## src/rtl/draw_pkg.sv

```systemverilog
// Shared draw-engine constants and types for the tile-map row prefetcher.
package draw_pkg;
  localparam int COOR_X     = 254;
  localparam int COOR_Y     = 32;
  localparam int TILE_WIDTH = 32;
  localparam int MAP_TILES  = 11;
  localparam int ID_WIDTH   = 8;
  localparam int H_TOTAL    = 800;
  localparam int V_TOTAL    = 525;
  localparam int H_ACTIVE   = 640;
  localparam int MAP_PIX    = MAP_TILES * TILE_WIDTH;
  localparam int TILE_SH    = $clog2(TILE_WIDTH);
  localparam logic [3:0] LAST_COL = 4'(MAP_TILES - 1);

  typedef logic [ID_WIDTH-1:0] tile_id_t;
  typedef enum logic [1:0] {IDLE, REQ, DRAIN, READY} fetch_state_t;
endpackage

```

## src/rtl/row_line_buffer.sv

```systemverilog
// Double-buffered map row: back half filled by the fetcher, front half read by the pixel stage.
module row_line_buffer
  import draw_pkg::*;
(
  input  logic                clk,
  input  logic                rst,
  input  logic                wr_en_i,
  input  logic [3:0]          wr_col_i,
  input  logic [ID_WIDTH-1:0] wr_data_i,
  input  logic                swap_i,
  input  logic [3:0]          rd_col_i,
  output logic [ID_WIDTH-1:0] rd_data_o
);
  tile_id_t back_q  [MAP_TILES];
  tile_id_t front_q [MAP_TILES];

  always_ff @(posedge clk or posedge rst) begin
    if (rst) begin
      for (int i = 0; i < MAP_TILES; i++) begin
        back_q[i]  <= '0;
        front_q[i] <= '0;
      end
    end else begin
      if (wr_en_i) back_q[wr_col_i] <= wr_data_i;
      if (swap_i)  front_q <= back_q;
    end
  end

  assign rd_data_o = front_q[rd_col_i];
endmodule

```

## src/rtl/map_row_prefetch.sv

```systemverilog
// Fetches the next scanline's map row during hblank and serves tile IDs under DrawX.
module map_row_prefetch
  import draw_pkg::*;
#(
  parameter int MAP_LATENCY = 2
) (
  input  logic                Clk,
  input  logic                Reset,
  input  logic [9:0]          DrawX,
  input  logic [9:0]          DrawY,
  output logic                map_req,
  output logic [6:0]          map_addr,
  input  logic                map_gnt,
  input  logic [ID_WIDTH-1:0] map_rdata,
  output logic [ID_WIDTH-1:0] tile_id,
  output logic                tile_valid,
  output logic                busy,
  output logic                overrun
);
  fetch_state_t state_q, state_d;
  logic [3:0] col_q, col_d, row_q, row_d, front_row_q, front_row_d;
  logic       front_ok_q, front_ok_d, overrun_q, overrun_d;
  logic       buf_swap, flush, push, wr_en;
  logic [MAP_LATENCY-1:0]      vld_pipe_q;
  logic [MAP_LATENCY-1:0][3:0] tag_pipe_q;
  logic [9:0] next_y;
  logic [3:0] next_row, rd_col;
  logic       next_in_map, hit_fetch, swap, in_x, in_y;
  tile_id_t   rd_data, tile_id_q;
  logic       tile_valid_q;

  assign next_y      = (DrawY == 10'(V_TOTAL - 1)) ? '0 : DrawY + 10'd1;
  assign next_in_map = (next_y >= 10'(COOR_Y)) && (next_y < 10'(COOR_Y + MAP_PIX));
  assign next_row    = 4'((next_y - 10'(COOR_Y)) >> TILE_SH);
  assign hit_fetch   = (DrawX == 10'(H_ACTIVE));
  assign swap        = (DrawX == 10'(H_TOTAL - 1));

  always_comb begin
    state_d     = state_q;
    col_d       = col_q;
    row_d       = row_q;
    front_row_d = front_row_q;
    front_ok_d  = front_ok_q;
    overrun_d   = overrun_q;
    buf_swap    = 1'b0;
    flush       = 1'b0;
    case (state_q)
      IDLE: begin
        if (swap) begin
          if (!next_in_map) front_ok_d = 1'b0;
        end else if (hit_fetch && next_in_map &&
                     (!front_ok_q || next_row != front_row_q)) begin
          state_d = REQ;
          row_d   = next_row;
          col_d   = '0;
        end
      end
      REQ, DRAIN: begin
        if (swap) begin
          // Deadline missed: drop in-flight data and blank the front row.
          overrun_d  = 1'b1;
          front_ok_d = 1'b0;
          flush      = 1'b1;
          state_d    = IDLE;
        end else if (state_q == REQ) begin
          if (map_gnt) begin
            col_d = col_q + 4'd1;
            if (col_q == LAST_COL) state_d = DRAIN;
          end
        end else if (!(|vld_pipe_q)) begin
          state_d = READY;
        end
      end
      READY: begin
        if (swap) begin
          buf_swap    = 1'b1;
          front_row_d = row_q;
          front_ok_d  = 1'b1;
          state_d     = IDLE;
        end
      end
      default: state_d = IDLE;
    endcase
  end

  assign push  = (state_q == REQ) && map_gnt && !swap;
  assign wr_en = vld_pipe_q[MAP_LATENCY-1] && !swap;

  always_ff @(posedge Clk or posedge Reset) begin
    if (Reset) begin
      state_q     <= IDLE;
      col_q       <= '0;
      row_q       <= '0;
      front_row_q <= '0;
      front_ok_q  <= 1'b0;
      overrun_q   <= 1'b0;
      vld_pipe_q  <= '0;
      tag_pipe_q  <= '0;
    end else begin
      state_q     <= state_d;
      col_q       <= col_d;
      row_q       <= row_d;
      front_row_q <= front_row_d;
      front_ok_q  <= front_ok_d;
      overrun_q   <= overrun_d;
      tag_pipe_q[0] <= col_q;
      for (int i = 1; i < MAP_LATENCY; i++) tag_pipe_q[i] <= tag_pipe_q[i-1];
      if (flush) vld_pipe_q <= '0;
      else begin
        vld_pipe_q[0] <= push;
        for (int i = 1; i < MAP_LATENCY; i++) vld_pipe_q[i] <= vld_pipe_q[i-1];
      end
    end
  end

  row_line_buffer u_buf (
    .clk       (Clk),
    .rst       (Reset),
    .wr_en_i   (wr_en),
    .wr_col_i  (tag_pipe_q[MAP_LATENCY-1]),
    .wr_data_i (map_rdata),
    .swap_i    (buf_swap),
    .rd_col_i  (rd_col),
    .rd_data_o (rd_data)
  );

  assign rd_col = 4'((DrawX - 10'(COOR_X)) >> TILE_SH);
  assign in_x   = (DrawX >= 10'(COOR_X)) && (DrawX < 10'(COOR_X + MAP_PIX));
  assign in_y   = (DrawY >= 10'(COOR_Y)) && (DrawY < 10'(COOR_Y + MAP_PIX));

  always_ff @(posedge Clk or posedge Reset) begin
    if (Reset) begin
      tile_valid_q <= 1'b0;
      tile_id_q    <= '0;
    end else begin
      tile_valid_q <= front_ok_q && in_x && in_y;
      tile_id_q    <= (front_ok_q && in_x && in_y) ? rd_data : '0;
    end
  end

  assign map_req    = (state_q == REQ);
  assign map_addr   = map_req ? 7'(row_q) * 7'(MAP_TILES) + 7'(col_q) : '0;
  assign tile_id    = tile_id_q;
  assign tile_valid = tile_valid_q;
  assign busy       = (state_q != IDLE);
  assign overrun    = overrun_q;
endmodule

```

## config.mk

```make
export PLATFORM = sky130hd
export DESIGN_NAME = map_row_prefetch
export DESIGN_NICKNAME = d
export VERILOG_FILES = /design/src/rtl/draw_pkg.sv /design/src/rtl/row_line_buffer.sv /design/src/rtl/map_row_prefetch.sv
export SDC_FILE = /design/constraint.sdc
export NUM_CORES = 1
export LEC_CHECK = 0
export CORE_ASPECT_RATIO = 1.2
export CORE_MARGIN = 1
export CORE_UTILIZATION = 56
export DETAILED_ROUTE_END_ITERATION = 10
export GPL_TIMING_DRIVEN = 0
export PLACE_DENSITY = 0.75
export SYNTH_ARGS = -nofsm -noshare
export SYNTH_HDL_FRONTEND = slang
export SYNTH_SLANG_ARGS = --single-unit
```

## constraint.sdc

```tcl
create_clock -name Clk -period 9.23 [get_ports Clk]
set_input_delay 1.846 -clock Clk [delete_from_list [all_inputs] [get_ports Clk]]
set_output_delay 1.846 -clock Clk [all_outputs]
set_load 0.1 [all_outputs]
```

==> summary.txt, run 1 <==
Worst setup path
  – Crit path launch type: register
  – Crit path from: row_q[0]
  – R2r endpoint: u_buf.front_q[33]
  – Worst Reg-to-Reg Cells: 5
  – FF-to-FF setup slack: 7.06 ns
  – Critical Path RT: 7.38 ns
  – CP Capture Type: output pin
  – Reg-to-Reg Start: state_q[0]
  – Setup crit end: map_addr[6]
  – Crit Path Class: reg -> out
  – CP Max Fanout: 5
  – Worst EP arrival: 4.39 ns

Drt
  – Avg WL per Cell: 20.5 µm
  – Highest routed metal layer: met4
  – Antenna viol nets, final: 0
  – Vias/cell: 5.92
  – Initial drt markers: 462
  – Drt first pass iters: 4
  – Metal-1 WL: 8.34 mm
  – Met3 WL: 846 µm
  – DRT Wirelength: 20.5 mm
  – Met2 WL post-DR: 10.9 mm
  – DR DRC count: 0
  – Vias: 5907

Floorplan
  – Die footprint: 18000 µm²
  – DIE WIDTH: 123 µm
  – Initial Util: 57.7%
  – Std cell rows: 52
  – Die H: 147 µm
  – I/O Pins: 50
  – Core area: 17000 µm²

Timing
  – Final WS setup: 3.00 ns
  – Final hold violation count: 0
  – Slew HR: 35.1%
  – Final setup vio count: 0
  – Worst-margin pin slew: 0.970 ns
  – F_max: 0.160 GHz
  – Count of final max-slew check failures: 0
  – RSZ-0062 raised after global routing: no
  – Fin Clk Skew: 0.00769 ns
  – Period utilization: 67.5%
  – Final min period: 6.23 ns

Job
  – Max Cap Viol: 0

Final layout
  – Layout Area Growth over Synthesis: 15.3%
  – N_diodes: 0
  – Share of cells above drive strength 1: 35.8%
  – Final Net Count: 826
  – Final Core Density: 66.5%
  – Final Instance Count excl. Fillers: 998

Placed design
  – DP HPWL: 14.2 mm
  – Pre-CTS setup slack: 3.49 ns
  – GPL Wtd Cong: 0.831
  – Port Buffers: 46
  – Placed Instances: 960

Logic synthesis
  – Warnings, synthesis: 0
  – Most used DFF post-synth: dfrtp_1
  – Post-Synthesis Cell Area: 9790 µm²
  – Count leader, synth: dfrtp_1
  – Syn Area/Cell: 14.0 µm²
  – Mapped Cells: 697
  – Top-area cell type share of the netlist area: 53.9%
  – EDFF count, synth: 0
  – Post-synth top area cell: dfrtp_1
  – FF+latch count, synth: 211
  – Commonest cells in the netlist: 211 x dfrtp_1, 188 x mux2_2, 33 x nand2_1
  – FFs w/ async S/R, synth: 100%
  – Post-synth cell types: 67
  – Top cells by area, synth: dfrtp_1 54%, mux2_2 22%, mux4_2 3.7%, ha_1 3.1%, nand2_1 1.3%
  – Syn Nets: 755
  – Seq/Total Area, Yosys: 53.9%

Clock network
  – Post-cts resize count: 0
  – H-tree levels: 1
  – CTS Root Cell: clkbuf_16
  – Reg clk slew, reported paths: 0.06 ns
  – CTS Sinks: 211
  – CTS tree: yes
  – Deepest clock path buffer count: 3
  – Hold_buf cts: 0
  – Cts bufs inserted: 22
  – Worst skew pair latency: 0.50 ns
  – Post CTS Setup Buffer Count: 0

Power and ir drop
  – Worst VDD drop: 0.272 mV
  – Static Leakage: 5.38 nW
  – PwrDens: 249 nW/µm²

GRT
  – GR Overflow Total: 0
  – Vias in the first global route: 6380
  – Initial antenna violation count: 0
  – Total track usage: 24.3%
  – Largest net degree at the start of global routing: 148
  – First-pass GRT wire length: 33.4 mm

Run status
  – Status: complete, no violations

Hold path
  – HP Class: reg -> reg
-- flip-flops by register name, indices dropped and copies added, names as in the netlist --
| register | flops |
|---|---|
| col_q | 4 |
| front_ok_q | 1 |
| front_row_q | 4 |
| overrun | 1 |
| row_q | 4 |
| state_q | 2 |
| tag_pipe_q | 8 |
| tile_id | 8 |
| tile_valid | 1 |
| u_buf.back_q | 88 |
| u_buf.front_q | 88 |
| vld_pipe_q | 2 |
-- final cells by class --
class,instances,area [µm²]
Clock buffer,32,649
Fill cell,1224,5690
Multi-Input combinational cell,424,4230
Buffer,36,183
Clock inverter,6,82.6
Inverter,26,105
Sequential cell,211,5280
Tap cell,216,270
Timing Repair Buffer,47,488
-- power breakdown --
group          switching (W)  total (W)  leakage (nW)  internal [W]
Combinational       0.000405   0.000699          2.21      0.000293
Clock               0.000343   0.000885         0.358      0.000542
Sequential          0.000107    0.00123          2.81       0.00112
Total               0.000856    0.00281          5.38       0.00196
-- cells in the final DEF (no fill, tap or decap), types with 3 or more instances in the layout --
| master | count |
|---|---|
| dfrtp_1 | 211 |
| mux2_2 | 188 |
| clkdlybuf4s50_1 | 46 |
| nand2_1 | 33 |
| inv_1 | 24 |
| ha_1 | 24 |
| clkbuf_16 | 23 |
| clkbuf_1 | 22 |
| a21oi_1 | 16 |
| mux4_2 | 16 |
| buf_2 | 14 |
| xnor2_1 | 11 |
| nor2_1 | 10 |
| and2_1 | 9 |
| nand3_1 | 8 |
| a22oi_1 | 8 |
| o211ai_1 | 8 |
| and3_1 | 6 |
| nor3_1 | 5 |
| xor2_1 | 5 |
| nand4_1 | 5 |
| nor4_1 | 4 |
| o21ai_0 | 4 |
| clkbuf_8 | 4 |
| nand3b_1 | 3 |
| nor2b_1 | 3 |
| buf_6 | 3 |
| or3_1 | 3 |
| a21o_1 | 3 |
| o22a_1 | 3 |
| mux2_4 | 3 |
| fa_1 | 3 |
| clkinv_2 | 3 |
-- routing by layer --
metal	vias up	global-route usage (%)
li1	2658	-
met1	3097	31.7
met2	127	42.9
met3	25	2.83
met4	0	5.91
met5	-	0
-- how the worst min path moves through the flow --
stage,to,from,depth (start not counted)
6_report,tag_pipe_q[6],tag_pipe_q[2],0
5_1_grt,tag_pipe_q[7],tag_pipe_q[3],0
4_1_cts,tag_pipe_q[4],tag_pipe_q[0],0
3_5_place_dp,tag_pipe_q[4],tag_pipe_q[0],0
3_3_place_gp,tag_pipe_q[5],tag_pipe_q[1],0
2_1_floorplan,tag_pipe_q[4],tag_pipe_q[0],0
-- worst max-delay path, stage by stage (launching register included) --
cell and delay [ns]:
dfrtp_1 0.45, ha_1 0.33, ha_1 0.29, inv_1 0.05
fa_1 0.50, inv_1 0.04, ha_1 0.33, a21oi_1 0.24
o21bai_1 0.10, a21oi_1 0.19, xnor2_1 0.13, and2_1 0.13
clkdlybuf4s50_1 1.12
-- stage by stage --
step	hold slack (ns)	instance area [µm²]	TNS, ns	power (W)
floorplan	0.331	9790	0	0.00176
global placement	0.338	10500	-90.27	0.00189
detailed placement	0.335	10600	0	0.00194
CTS	0.347	11300	0	0.00283
global route	0.356	11300	0	0.00295
finish	0.347	11300	0	0.00281
-- cells by family (layout without fill, tap and decap cells) --
kind of cell,Yosys count,count (layout),synth area share [%]
and+or+nand+nor,105,105,6.13
buffers and inverters,62,147,2.86
AOI/OAI and AO/OA,65,65,5.35
muxes,208,208,25.9
adders and majority gates,27,27,3.68
DFF,211,211,53.9
xor gates and xnor gates,19,19,2.17
No activity file was read; power rests on OpenSTA's default activity.
==> inputs of run 2 (changes only) <==
==> constraint.sdc (replaced) <==
create_clock -name Clk -period 6.15 [get_ports Clk]
set_input_delay 1.23 -clock Clk [delete_from_list [all_inputs] [get_ports Clk]]
set_output_delay 1.23 -clock Clk [all_outputs]
set_load 0.1 [all_outputs]
==> run 2 against run 1 <==
Net effect:
- via count decreased by 0.25%
- combinational power increased by 52%
- power increased by 54%
- largest cell class unchanged
- register-to-register slack got worse by 3.1 ns
- critical path type unchanged
- sequential cell count unchanged
- critical endpoint unchanged
- cell count increased by 0.70%
==> summary.txt, run 2 (synthesized netlist as in run 1, its figures left out) <==
Final layout
  – Share of cells above drive strength 1: 36.0% (was 35.8%)
  – Area of the multi-input gates: 4230 µm² (unchanged)
  – Top Registers: u_buf.back_q: 88 flops, u_buf.front_q: 88 flops (unchanged)
  – Post-layout instance area: 11400 µm² (was 11300 µm²)
  – Final Core Density: 67.3% (was 66.5%)
  – # fillers: 1214 (was 1224)
  – Commonest non-fill, non-tap cell in the layout: dfrtp_1 (unchanged)
  – Storage element area: 5280 µm² (unchanged)
  – Layout Area Growth over Synthesis: 16.7% (was 15.3%)
  – Most frequent cells in the layout: 211 x dfrtp_1, 188 x mux2_2, 46 x clkdlybuf4s50_1, 33 x nand2_1 (unchanged)
  – Final Net Count: 830 (was 826)

Placed design
  – DP HPWL: 14.4 mm (was 14.2 mm)
  – Port Buffers: 46 (unchanged)
  – GPL Wtd Cong: 0.847 (was 0.831)
  – Placed Area: 10600 µm² (about the same)

Timing
  – Setup TNS: 0 ns (unchanged)
  – Fin Clk Skew: 0.00677 ns (was 0.00769 ns)
  – Final setup vio count: 0 (unchanged)
  – RSZ-0062 raised after global routing: no (unchanged)
  – F_max: 0.179 GHz
  – Final hold violation count: 0 (unchanged)
  – Worst-margin pin slew: 0.970 ns (about the same)
  – Final min period: 5.59 ns
  – Count of final max-slew check failures: 0 (unchanged)
  – Period utilization: 90.9%
  – Hold WS: 0.346 ns (was 0.347 ns)
  – Slew HR: 35.1% (about the same)

Drt
  – Antenna viol nets, final: 0 (unchanged)
  – DR DRC count: 0 (unchanged)
  – Vias: 5892 (was 5907)
  – Initial drt markers: 273 (was 462)
  – Drt first pass iters: 4 (unchanged)
  – DRT Wirelength: 20.4 mm (was 20.5 mm)
  – Avg WL per Cell: 20.3 µm (was 20.5 µm)
  – Vias/cell: 5.86 (was 5.92)

Power and ir drop
  – Clock power share: 33.0% (was 31.5%)
  – Worst VDD drop: 0.415 mV (was 0.272 mV)
  – Static Leakage: 5.43 nW (was 5.38 nW)
  – PwrDens: 379 nW/µm² (was 249 nW/µm²)
  – Switching Fraction: 29.8% (was 30.4%)
  – Total power draw: 0.00433 W (was 0.00281 W)
  – Internal Power: 0.00304 W (was 0.00196 W)
  – Sequential share of power: 42.5% (was 43.7%)
  – Logic pwr share: 24.4% (was 24.8%)
  – Psw: 0.00129 W (was 0.000856 W)

Clock network
  – Post-cts resize count: 0 (unchanged)
  – Post CTS Setup Buffer Count: 0 (unchanged)
  – CTS Sinks: 211 (unchanged)
  – Reg clk slew, reported paths: 0.06 ns (about the same)
  – CTS tree: yes (unchanged)
  – CTS Root Cell: clkbuf_16 (unchanged)
  – Cts bufs inserted: 22 (unchanged)
  – Worst skew pair latency: 0.50 ns (about the same)
  – Hold_buf cts: 0 (unchanged)
  – H-tree levels: 1 (unchanged)
  – Deepest clock path buffer count: 3 (unchanged)

Floorplan
  – I/O Pins: 50 (unchanged)
  – DIE WIDTH: 123 µm (unchanged)
  – Die H: 147 µm (unchanged)
  – Initial Util: 57.7% (unchanged)
  – Die footprint: 18000 µm² (unchanged)
  – Std cell rows: 52 (unchanged)
  – Core area: 17000 µm² (unchanged)

Hold path
  – Hold-critical path depth: 0 (unchanged)
  – HP Class: reg -> reg (unchanged)

Worst setup path
  – Critical Path RT: 4.92 ns (was 7.38 ns)
  – CP Max Fanout: 5 (unchanged)
  – CP Capture Type: output pin (unchanged)
  – Worst EP arrival: 4.36 ns (was 4.39 ns)
  – Crit path launch type: register (unchanged)
  – Crit Path Class: reg -> out (unchanged)
  – Worst Reg-to-Reg Cells: 5 (unchanged)

Job
  – Max Cap Viol: 0 (unchanged)

GRT
  – Largest net degree at the start of global routing: 44 (was 148)
  – First-pass GRT wire length: 33.4 mm (unchanged)
  – Total track usage: 24.4% (was 24.3%)
  – Vias in the first global route: 6356 (was 6380)
  – Initial antenna violation count: 1 (was 0)
  – GR Overflow Total: 0 (unchanged)

Run status
  – Status: complete, no violations (unchanged)
[run 2: cell count changes in the layout (fill, tap and decap cells not counted), sizes merged]
| cell | delta |
|---|---|
| clkinv | -2 |
| diode | +1 |
| bufinv | +2 |
| buf | +4 |
| clkbuf | +3 |
| inv | -1 |
[run 2: power by group through the flow]
| stage | sequential, W | clock (W) | combinational [W] |
|---|---|---|---|
| after floorplan | 0.00181 | 0 | 0.000833 |
| after global placement | 0.00184 | 0 | 0.00101 |
| after detailed placement | 0.00186 | 0 | 0.00106 |
| after CTS | 0.00184 | 0.00146 | 0.00107 |
| after global routing | 0.00188 | 0.00152 | 0.00114 |
| final | 0.00184 | 0.00143 | 0.00106 |
[run 2: path summary, 6_finish.rpt]
kind	from	endpoint	slack (ns)
setup / recovery	row_q[0]	map_addr[6]	0.56
hold / removal	tag_pipe_q[2]	tag_pipe_q[6]	0.35
hold reg to reg	tag_pipe_q[2]	tag_pipe_q[6]	0.35
min in group asynchronous	Reset	u_buf.back_q[30]	1.11
setup reg to reg	state_q[1]	u_buf.front_q[38]	4.01
max in group asynchronous	Reset	u_buf.back_q[82]	3.66
[run 2: critical path, cell delays in order, from the launching register on]
cell	delay, ns
dfrtp_1	0.45
ha_1	0.33
ha_1	0.27
inv_1	0.05
fa_1	0.50
inv_1	0.04
ha_1	0.32
a21oi_1	0.22
o21bai_1	0.10
a21oi_1	0.19
xnor2_1	0.13
and2_1	0.13
clkdlybuf4s50_1	1.12
[run 2: layer usage]
metal | track usage, % | share of wire (%) | vias to the layer above
met1 | 31.0 | 42 | 3053
li1 | - | - | 2673
met5 | 0 | 0 | -
met2 | 41.8 | 51 | 128
met3 | 3.69 | 3.9 | 38
met4 | 9.09 | 2.9 | 0
[run 2: final cells by class]
| type | count | area share (%) |
|---|---|---|
| flip-flops and latches | 211 | 46.2 |
| multi-input cells | 424 | 37.0 |
| clock buffers | 35 | 5.87 |
| repair buffers | 51 | 4.91 |
| well taps | 216 | 2.37 |
| plain buffers | 36 | 1.60 |
| clock inverters | 5 | 1.10 |
| inverters | 26 | 0.887 |
| diodes | 1 | 0.0219 |
[run 2: per-stage QoR]
stage,instances,worst slack [ns]
5_1_grt,1004,0.380
4_1_cts,1004,0.544
3_3_place_gp,959,0.864
2_1_floorplan,697,1.76
6_report,1005,0.562
3_5_place_dp,964,1.09
